`config.mk`:
```
export PLATFORM = sky130hd
export DESIGN_NAME = rat_flags
export DESIGN_NICKNAME = d
export VERILOG_FILES = /design/src/rtl/rat_flags.sv
export SDC_FILE = /design/constraint.sdc
export NUM_CORES = 1
export LEC_CHECK = 0
export ABC_AREA = 0
export CORE_AREA = 2 2 39 41
export CTS_BUF_LIST = sky130_fd_sc_hd__clkbuf_4 sky130_fd_sc_hd__clkbuf_8
export CTS_CLUSTER_DIAMETER = 200
export CTS_CLUSTER_SIZE = 10
export DETAILED_ROUTE_END_ITERATION = 8
export DIE_AREA = 0 0 41 43
export PLACE_DENSITY = 0.61
export SKIP_LAST_GASP = 1
export SLEW_MARGIN = 20
export SYNTH_ARGS = -nofsm -noshare
export SYNTH_HDL_FRONTEND = slang
export SYNTH_SLANG_ARGS = --single-unit
```
`constraint.sdc`:
```
create_clock -name CLK -period 2.1 [get_ports CLK]
set_input_delay 0.315 -clock CLK [delete_from_list [all_inputs] [get_ports CLK]]
set_output_delay 0.315 -clock CLK [all_outputs]
set_load 0.005 [all_outputs]
```
`src/rtl/rat_flags.sv`:
```
// RAT MCU status flags (C, Z), shadow C/Z, interrupt enable and pending-interrupt latch.
// Define FLAGS_SYNC_EN to put a SYNC_STAGES-deep synchronizer on INTR ahead of the edge detector.
module rat_flags #(
    parameter int SYNC_STAGES = 2
) (
    input  logic CLK,
    input  logic RST,
    input  logic C_IN,
    input  logic Z_IN,
    input  logic FLG_C_LD,
    input  logic FLG_C_SET,
    input  logic FLG_C_CLR,
    input  logic FLG_Z_LD,
    input  logic FLG_LD_SEL,
    input  logic FLG_SHAD_LD,
    input  logic I_SET,
    input  logic I_CLR,
    input  logic INTR,
    input  logic INT_ACK,
    output logic C_FLAG,
    output logic Z_FLAG,
    output logic SHAD_C,
    output logic SHAD_Z,
    output logic I_FLAG,
    output logic INT_PEND,
    output logic INT_REQ
);

    if (SYNC_STAGES < 2 || SYNC_STAGES > 4) begin : g_bad_sync
        $error("rat_flags: SYNC_STAGES must be in 2..4");
    end

    logic r_c, r_z, r_shad_c, r_shad_z, r_i, r_pend, r_intr_prev;
    logic w_c_nxt, w_z_nxt, w_shad_c_nxt, w_shad_z_nxt, w_i_nxt, w_pend_nxt;
    logic w_c_src, w_z_src, w_intr, w_edge;

`ifdef FLAGS_SYNC_EN
    logic [SYNC_STAGES-1:0] r_sync;

    // INTR synchronizer chain
    always_ff @(posedge CLK or posedge RST) begin
        if (RST) begin
            r_sync <= {SYNC_STAGES{1'b0}};
        end else begin
            r_sync <= {r_sync[SYNC_STAGES-2:0], INTR};
        end
    end

    assign w_intr = r_sync[SYNC_STAGES-1];
`else
    assign w_intr = INTR;
`endif

    assign w_edge = w_intr & ~r_intr_prev;

    // Next-state logic for flags, shadow, interrupt enable and pending latch
    always_comb begin
        w_c_src      = FLG_LD_SEL ? r_shad_c : C_IN;
        w_z_src      = FLG_LD_SEL ? r_shad_z : Z_IN;
        w_c_nxt      = r_c;
        w_z_nxt      = r_z;
        w_shad_c_nxt = r_shad_c;
        w_shad_z_nxt = r_shad_z;
        w_i_nxt      = r_i;
        w_pend_nxt   = r_pend;

        if (FLG_C_CLR) begin
            w_c_nxt = 1'b0;
        end else if (FLG_C_SET) begin
            w_c_nxt = 1'b1;
        end else if (FLG_C_LD) begin
            w_c_nxt = w_c_src;
        end else begin
            w_c_nxt = r_c;
        end

        if (FLG_Z_LD) begin
            w_z_nxt = w_z_src;
        end else begin
            w_z_nxt = r_z;
        end

        // Shadow captures pre-edge flags, so a same-cycle restore swaps
        if (FLG_SHAD_LD || INT_ACK) begin
            w_shad_c_nxt = r_c;
            w_shad_z_nxt = r_z;
        end else begin
            w_shad_c_nxt = r_shad_c;
            w_shad_z_nxt = r_shad_z;
        end

        if (I_CLR || INT_ACK) begin
            w_i_nxt = 1'b0;
        end else if (I_SET) begin
            w_i_nxt = 1'b1;
        end else begin
            w_i_nxt = r_i;
        end

        // A new edge wins over acknowledge so the fresh request is kept
        if (w_edge) begin
            w_pend_nxt = 1'b1;
        end else if (INT_ACK) begin
            w_pend_nxt = 1'b0;
        end else begin
            w_pend_nxt = r_pend;
        end
    end

    // State registers
    always_ff @(posedge CLK or posedge RST) begin
        if (RST) begin
            r_c         <= 1'b0;
            r_z         <= 1'b0;
            r_shad_c    <= 1'b0;
            r_shad_z    <= 1'b0;
            r_i         <= 1'b0;
            r_pend      <= 1'b0;
            r_intr_prev <= 1'b0;
        end else begin
            r_c         <= w_c_nxt;
            r_z         <= w_z_nxt;
            r_shad_c    <= w_shad_c_nxt;
            r_shad_z    <= w_shad_z_nxt;
            r_i         <= w_i_nxt;
            r_pend      <= w_pend_nxt;
            r_intr_prev <= w_intr;
        end
    end

    assign C_FLAG   = r_c;
    assign Z_FLAG   = r_z;
    assign SHAD_C   = r_shad_c;
    assign SHAD_Z   = r_shad_z;
    assign I_FLAG   = r_i;
    assign INT_PEND = r_pend;
    assign INT_REQ  = r_pend & r_i;

endmodule
```
==> Word level (Yosys, flattened, before mapping) <==
Index checks and enable logic that the tools add are counted.
{ "totals": {"reg_bits": 7, "inputBits": 14, "output_inout_bits": 7, "elab_cells": 24} }
{ "classes": {"mux": 9, "bitwise_logic": 3, "reduce_logical": 5} }
{ "op_table": {"columns": ["operator", "count"], "rows": [
  ["two-way mux 1 bit", 9],
  ["nonzero test 2 bit", 2],
  ["nonzero test 3 bit", 1],
  ["bitwise AND 1 bit", 2],
  ["logical OR 1 bit", 2],
  ["inverter 1 bit", 1]
]} }

==> Logic depth before layout (Yosys ltp) <==
Gate-level depths: netlist of run 1.
{ "logic_depth": {"depth_word": 4, "ltp_mapped": 2, "ltp_nobuf": 2} }

==> Least setup slack after synthesis of run 1 <==
Ideal clock, no wire load.
{ "synth_path": {"kind": "input-to-reg", "start": "input INT_ACK", "end": "register r_shad_c (netlist: SHAD_C)", "setup_ns": 0.125, "arrival_time_ns": 0.783, "setup_slack_ns": 1.192, "path_stages": 2, "n_path_buf": 0, "cell_sequence": "nor2_1 > mux2_2"} }
{ "synth_via": {"elab_chain_cells": 1} }
{ "synth_rtl": {"columns": ["element", "line", "text"], "rows": [
  ["start: declaration", "19", "input logic INT_ACK,"],
  ["logical OR 1 bit", "84", "if (FLG_SHAD_LD || INT_ACK) begin"],
  ["end signal: assignment", "123", "r_shad_c <= w_shad_c_nxt;"],
  ["end: declaration", "33", "logic r_c, r_z, r_shad_c, r_shad_z, r_i, r_pend, r_intr_prev;"]
]} }
No other way between the ends.
A chain may end at the register's enable or synchronous reset.

==> Worst setup path after layout of run 1 <==
{ "layout_path": {"start": "register r_pend (netlist: INT_PEND)", "end": "output INT_REQ"} }
{ "layout_via": {"elab_chain_cells": 1} }
{ "layout_rtl": {"columns": ["element", "line", "text"], "rows": [
  ["start: declaration", "33", null],
  ["start signal: assignment", "126", "r_pend <= w_pend_nxt;"],
  ["bitwise AND 1 bit", "137", "assign INT_REQ = r_pend & r_i;"],
  ["end: declaration", "26", "output logic INT_REQ"]
]} }
No other way between the ends.

==> results.sh, run 1 <==
export IMPL_status="finished clean"
export IMPL_ioPinCount=21
export IMPL_placed_area_um2=500
export IMPL_clock_skew_ps=1.97
export IMPL_clkTransAtPathRegs_ps=50
export IMPL_grt_max_degree=8
export IMPL_drt_iter0_markers=3
export IMPL_cts_resized=0
export IMPL_syn_avg_cell_area_um2=11.7
export IMPL_worst_hold_slack_ps=288
export IMPL_synth_top_family_by_area="multiplexers"
export IMPL_synth_cells=24
export IMPL_worst_setup_path_end_kind="output pin"
export IMPL_ys_ff_latch=7
export IMPL_cts_setup_buffers=0
export IMPL_cts_sinks=7
export IMPL_antenna_found_initial=0
export IMPL_p_leak_uw=0.000234
export IMPL_synth_top_area_share=0.625
export IMPL_critical_path_class="register to output pin"
export IMPL_final_nets=63
export IMPL_vias=264
export IMPL_post_place_ws_ps=655
export IMPL_crit_chain="and2_1, clkdlybuf4s50_1"
export IMPL_cpPeakStageDelay_ps=490
export IMPL_setup_viol=0
export IMPL_gp_congestion=0.626
export IMPL_num_antenna_cells=0
export IMPL_worstPathArrival_ps=1220
export IMPL_yosysSeqAreaShare=0.625
export IMPL_period_minus_slack_ps=1530
export IMPL_worst_pin_slew_ps=269
export IMPL_synth_area_leader_cell="dfrtp_1"
export IMPL_coreArea_um2=1380
export IMPL_crit_path_max_fanout=3
export IMPL_fp_row_count=14
export IMPL_rr_startpoint="SHAD_C$_DFFE_PP0P_"
export IMPL_synth_fa_ha_area_frac=0
export IMPL_grt_first_pass_wirelength_um=1140
export IMPL_cp_startpoint="INT_PEND$_DFFE_PP0P_"
export IMPL_final_core_utilization=0.383
export IMPL_cts_root_buf="clkbuf_4"
export IMPL_power_density_nw_per_um2=699
export IMPL_rsz0062_at_grt="false"
export IMPL_fin_tns_setup_ps=0
export IMPL_die_w_um=41
export IMPL_syn_to_final_growth_pct=89.3
export IMPL_gr_total_overflow=0
export IMPL_start_util=0.203
export IMPL_cts_buffers_inserted=3
export IMPL_drtPass1Iterations=2
export IMPL_final_cell_area_um2=531
export IMPL_crit_family="buffers and inverters"
export IMPL_hold_path_class="input pin to asynchronous set/reset pin"
export IMPL_syn_nets=38
export IMPL_clk_latency_ps=250
export IMPL_synth_area_leaders="dfrtp_1 (63%), mux2_2 (8.0%), mux2i_1 (7.1%), inv_1 (5.4%), nor2_1 (4.0%)"
export IMPL_final_cell_mix="clkdlybuf4s50_1 (20), dfrtp_1 (7), inv_1 (4), clkbuf_4 (4), nor2_1 (3)"
export IMPL_vdd_drop_max_mv=0.265
export IMPL_startpoint_type="register"
export IMPL_required_ps=1780
export IMPL_dieArea_um2=1760
export IMPL_synth_compound_area_frac=0.0714
export IMPL_maxSlewHeadroom=0.820
export IMPL_clock_fmax_mhz=652
export IMPL_crit_buf_inv=1
export IMPL_drv_slew=0
export IMPL_grt_use_total=0.103
export IMPL_synthesis_area_um2=280
export IMPL_cts_tree="done"
export IMPL_ys_warn_count=0
export IMPL_htree_levels=1
export IMPL_drc=0
export IMPL_worst_slack_ps=565
export IMPL_clockBufferDepth=2
export IMPL_numPortBuffers=20
export IMPL_post_drt_wl_per_cell_um=10.0
export IMPL_max_cap_violations=0
export IMPL_die_h_um=43
export IMPL_hold_viol=0
export IMPL_detail_route_antenna_nets=0
export IMPL_fin_crit_sh=0.731
export IMPL_drive_above_1_share=0.125
export IMPL_wl_um=640
export IMPL_via_per_inst=4.13
export IMPL_slowest_stage="clkdlybuf4s50_1"
export IMPL_synthMuxAreaShare=0.152
export IMPL_synth_cell_types=10
export IMPL_grt_pass1_vias=283
export IMPL_yosys_area_share_simple=0.0982
export IMPL_layout_commonest_cell="clkdlybuf4s50_1"
export IMPL_hold_buffers=0
export IMPL_synth_xor_area_frac=0
## registers in the layout, indices dropped and copies added (netlist names)
name and cells:
C_FLAG 1, INT_PEND 1, I_FLAG 1, SHAD_C 1
SHAD_Z 1, Z_FLAG 1, r_intr_prev 1
## stage by stage
step / total power (µW) / std cells
after global placement: 236 / 60
after CTS: 378 / 64
after floorplan: 179 / 24
after global routing: 395 / 64
after detailed placement: 237 / 60
final: 371 / 64
## final cells by class
type / count / area (µm²)
well taps: 16 / 20.0
fillers: 142 / 853
clock buffers: 4 / 30.0
repair buffers: 20 / 200
multi-input cells: 13 / 90.1
flip-flops and latches: 7 / 175
inverters: 4 / 15.0
## synthesized netlist by cell type
cell / count
inv_1: 4
mux2i_1: 2
nor3_1: 2
a311oi_1: 1
and2_1: 1
dfrtp_1: 7
o22ai_1: 1
a21oi_1: 1
nor2_1: 3
mux2_2: 2
## power breakdown
group | internal [µW] | switching, µW | total [µW]
Clock | 85.5 | 51.6 | 137
Sequential | 149 | 10.3 | 159
Combinational | 54.1 | 20.8 | 74.9
## kinds of logic (layout without fill, tap and decap cells)
family          count (synthesis)  count (layout)
compound gates                  3               3
buf+inv                         4              28
flops                           7               7
mux                             4               4
simple gates                    6               6
## path summary, 6_finish.rpt
kind	end	slack, ps	cells after the start
setup reg to reg	C_FLAG$_DFFE_PP0P_	1280	2
setup / recovery	INT_REQ	570	2
max in group asynchronous	I_FLAG$_DFFE_PP0P_	1600	2
min in group CLK	INT_PEND$_DFFE_PP0P_	420	1
hold reg to reg	INT_PEND$_DFFE_PP0P_	420	1
hold / removal	Z_FLAG$_DFFE_PP0P_	290	2
## metal layers
metal	vias to the layer above	global-route usage	share of wire	wire, µm
li1	132	-	-	-
met1	116	0.116	0.40	257
met2	12	0.134	0.51	325
met3	4	0.0471	0.066	42
met4	0	0.100	0.022	14
met5	-	0	0	0
No activity file was read; power rests on OpenSTA's default activity.
==> inputs of run 2 (changes only) <==
==> constraint.sdc (replaced) <==
create_clock -name CLK -period 1.55 [get_ports CLK]
set_input_delay 0.2325 -clock CLK [delete_from_list [all_inputs] [get_ports CLK]]
set_output_delay 0.2325 -clock CLK [all_outputs]
set_load 0.005 [all_outputs]
==> results of run 2 <==
Same layout as run 1 (identical final DEF). Status: finished clean.
Main changes from that run: final weighted congestion in routability-driven placement 0.626 -> 0.625; setup slack after placement 655 ps -> 188 ps; setup slack after layout 565 ps -> 97.6 ps; hold slack 288 ps -> 205 ps; register-to-register setup slack 1280 ps -> 730 ps; total power 371 µW -> 503 µW; worst IR drop on VDD 0.265 mV -> 0.360 mV
==> inputs of run 3 (changes only) <==
--- a/config.mk
+++ b/config.mk
@@ -12,6 +12,7 @@
 export CTS_CLUSTER_SIZE = 10
 export DETAILED_ROUTE_END_ITERATION = 8
 export DIE_AREA = 0 0 41 43
+export GPL_TIMING_DRIVEN = 0
 export PLACE_DENSITY = 0.61
 export SKIP_LAST_GASP = 1
 export SLEW_MARGIN = 20
==> results.sh, run 3 (same netlist as run 1, synthesis figures left out) <==
export IMPL_vias=254
export IMPL_setup_viol=0
export IMPL_status="finished clean"
export IMPL_period_minus_slack_ps=1460
export IMPL_rsz0062_at_grt="false"
export IMPL_numPortBuffers=20
export IMPL_cts_buffers_inserted=3
export IMPL_dpl_cell_count=60
export IMPL_cts_sinks=7
export IMPL_finalPower_uw=493
export IMPL_final_cell_area_um2=531
export IMPL_fp_row_count=14
export IMPL_required_ps=1320
export IMPL_drv_slew=0
export IMPL_drtPass1Iterations=2
export IMPL_grt_use_total=0.0940
export IMPL_die_w_um=41
export IMPL_worstPathArrival_ps=1230
export IMPL_gr_total_overflow=0
export IMPL_grt_max_degree=8
export IMPL_multi_input_area_um2=90.1
export IMPL_drt_iter0_markers=6
export IMPL_grt_pass1_vias=286
export IMPL_fin_tns_setup_ps=0
export IMPL_worst_slack_ps=90.4
export IMPL_syn_to_final_growth_pct=89.3
export IMPL_crit_chain="and2_1, clkdlybuf4s50_1"
export IMPL_finalNonFillerCells=64
export IMPL_coreArea_um2=1380
export IMPL_post_place_ws_ps=204
export IMPL_maxSlewHeadroom=0.824
export IMPL_clk_latency_ps=240
export IMPL_max_cap_violations=0
export IMPL_cts_setup_buffers=0
export IMPL_drive_above_1_share=0.125
export IMPL_hold_buffers=0
export IMPL_seqCellArea_um2=175
export IMPL_p_leak_uw=0.000234
export IMPL_detail_route_antenna_nets=0
export IMPL_vdd_drop_max_mv=0.428
export IMPL_antenna_found_initial=0
export IMPL_wl_um=614
export IMPL_hold_path_class="input pin to asynchronous set/reset pin"
export IMPL_placed_area_um2=500
export IMPL_final_nets=63
export IMPL_post_drt_wl_per_cell_um=9.59
export IMPL_startpoint_type="register"
export IMPL_clock_fmax_mhz=685
export IMPL_worst_pin_slew_ps=264
export IMPL_clkTransAtPathRegs_ps=50
export IMPL_critical_path_class="register to output pin"
export IMPL_slowest_stage="clkdlybuf4s50_1"
export IMPL_power_density_nw_per_um2=929
export IMPL_via_per_inst=3.97
export IMPL_gp_congestion=0.631
export IMPL_cts_root_buf="clkbuf_4"
export IMPL_start_util=0.203
export IMPL_cts_resized=0
export IMPL_hold_viol=0
export IMPL_htree_levels=1
export IMPL_drc=0
export IMPL_crit_path_max_fanout=3
export IMPL_rr_worst_depth=2
export IMPL_final_cell_mix="clkdlybuf4s50_1 (20), dfrtp_1 (7), inv_1 (4), clkbuf_4 (4), nor2_1 (3)"
export IMPL_layout_commonest_cell="clkdlybuf4s50_1"
export IMPL_cts_tree="done"
export IMPL_n_fill_cell=147
export IMPL_die_h_um=43
export IMPL_ioPinCount=21
export IMPL_clockBufferDepth=2
export IMPL_cpPeakStageDelay_ps=490
export IMPL_grt_first_pass_wirelength_um=1060
export IMPL_num_antenna_cells=0
export IMPL_dieArea_um2=1760
export IMPL_clock_skew_ps=0.654
export IMPL_worst_setup_path_end_kind="output pin"
export IMPL_fin_crit_sh=0.942
## run 3: cell counts in the layout (fill, tap and decap cells not counted)
Identical to the previous run, type by type.
## run 3: metal layers
layer	GRT usage	vias up	wire [µm]
met1	0.115	115	295
met2	0.125	10	281
met3	0.0471	0	37
met4	0.0600	0	0
met5	0	-	0
li1	-	129	-
## run 3: where the power goes
part	leakage [µW]	internal, µW	switching [µW]
Sequential	0.0000838	202	13.0
Clock	0.0000184	115	61.6
Combinational	0.000132	73.3	27.9
## run 3: layout make-up
class                      instances  area share
clock buffer                       4      0.0566
inverter                           4      0.0283
multi-input combinational         13       0.170
sequential                         7       0.330
tap                               16      0.0377
timing repair buffer              20       0.377
## run 3: metrics by stage
stage	utilization	hold WS (ps)
final	0.383	217
after detailed placement	0.362	410
after global routing	0.383	253
after floorplan	-	35.9
after CTS	0.383	221
after global placement	0.362	400
## run 3: path summary, 6_finish.rpt
check                                      start              endpoint  slack (ps)
min reg2reg                r_intr_prev$_DFF_PP0_  INT_PEND$_DFFE_PP0P_         420
min                                          RST    SHAD_Z$_DFFE_PP0P_         220
max in group asynchronous                    RST    I_FLAG$_DFFE_PP0P_        1130
min in group CLK           r_intr_prev$_DFF_PP0_  INT_PEND$_DFFE_PP0P_         420
max reg2reg                   SHAD_C$_DFFE_PP0P_    C_FLAG$_DFFE_PP0P_         720
max                         INT_PEND$_DFFE_PP0P_               INT_REQ          90
## run 3: critical path: cells and delay by family, from the launching register on
kind / cells / cell delay [ps]
buffers and inverters: 1 / 490
DFF: 1 / 370
and+or+nand+nor: 1 / 130
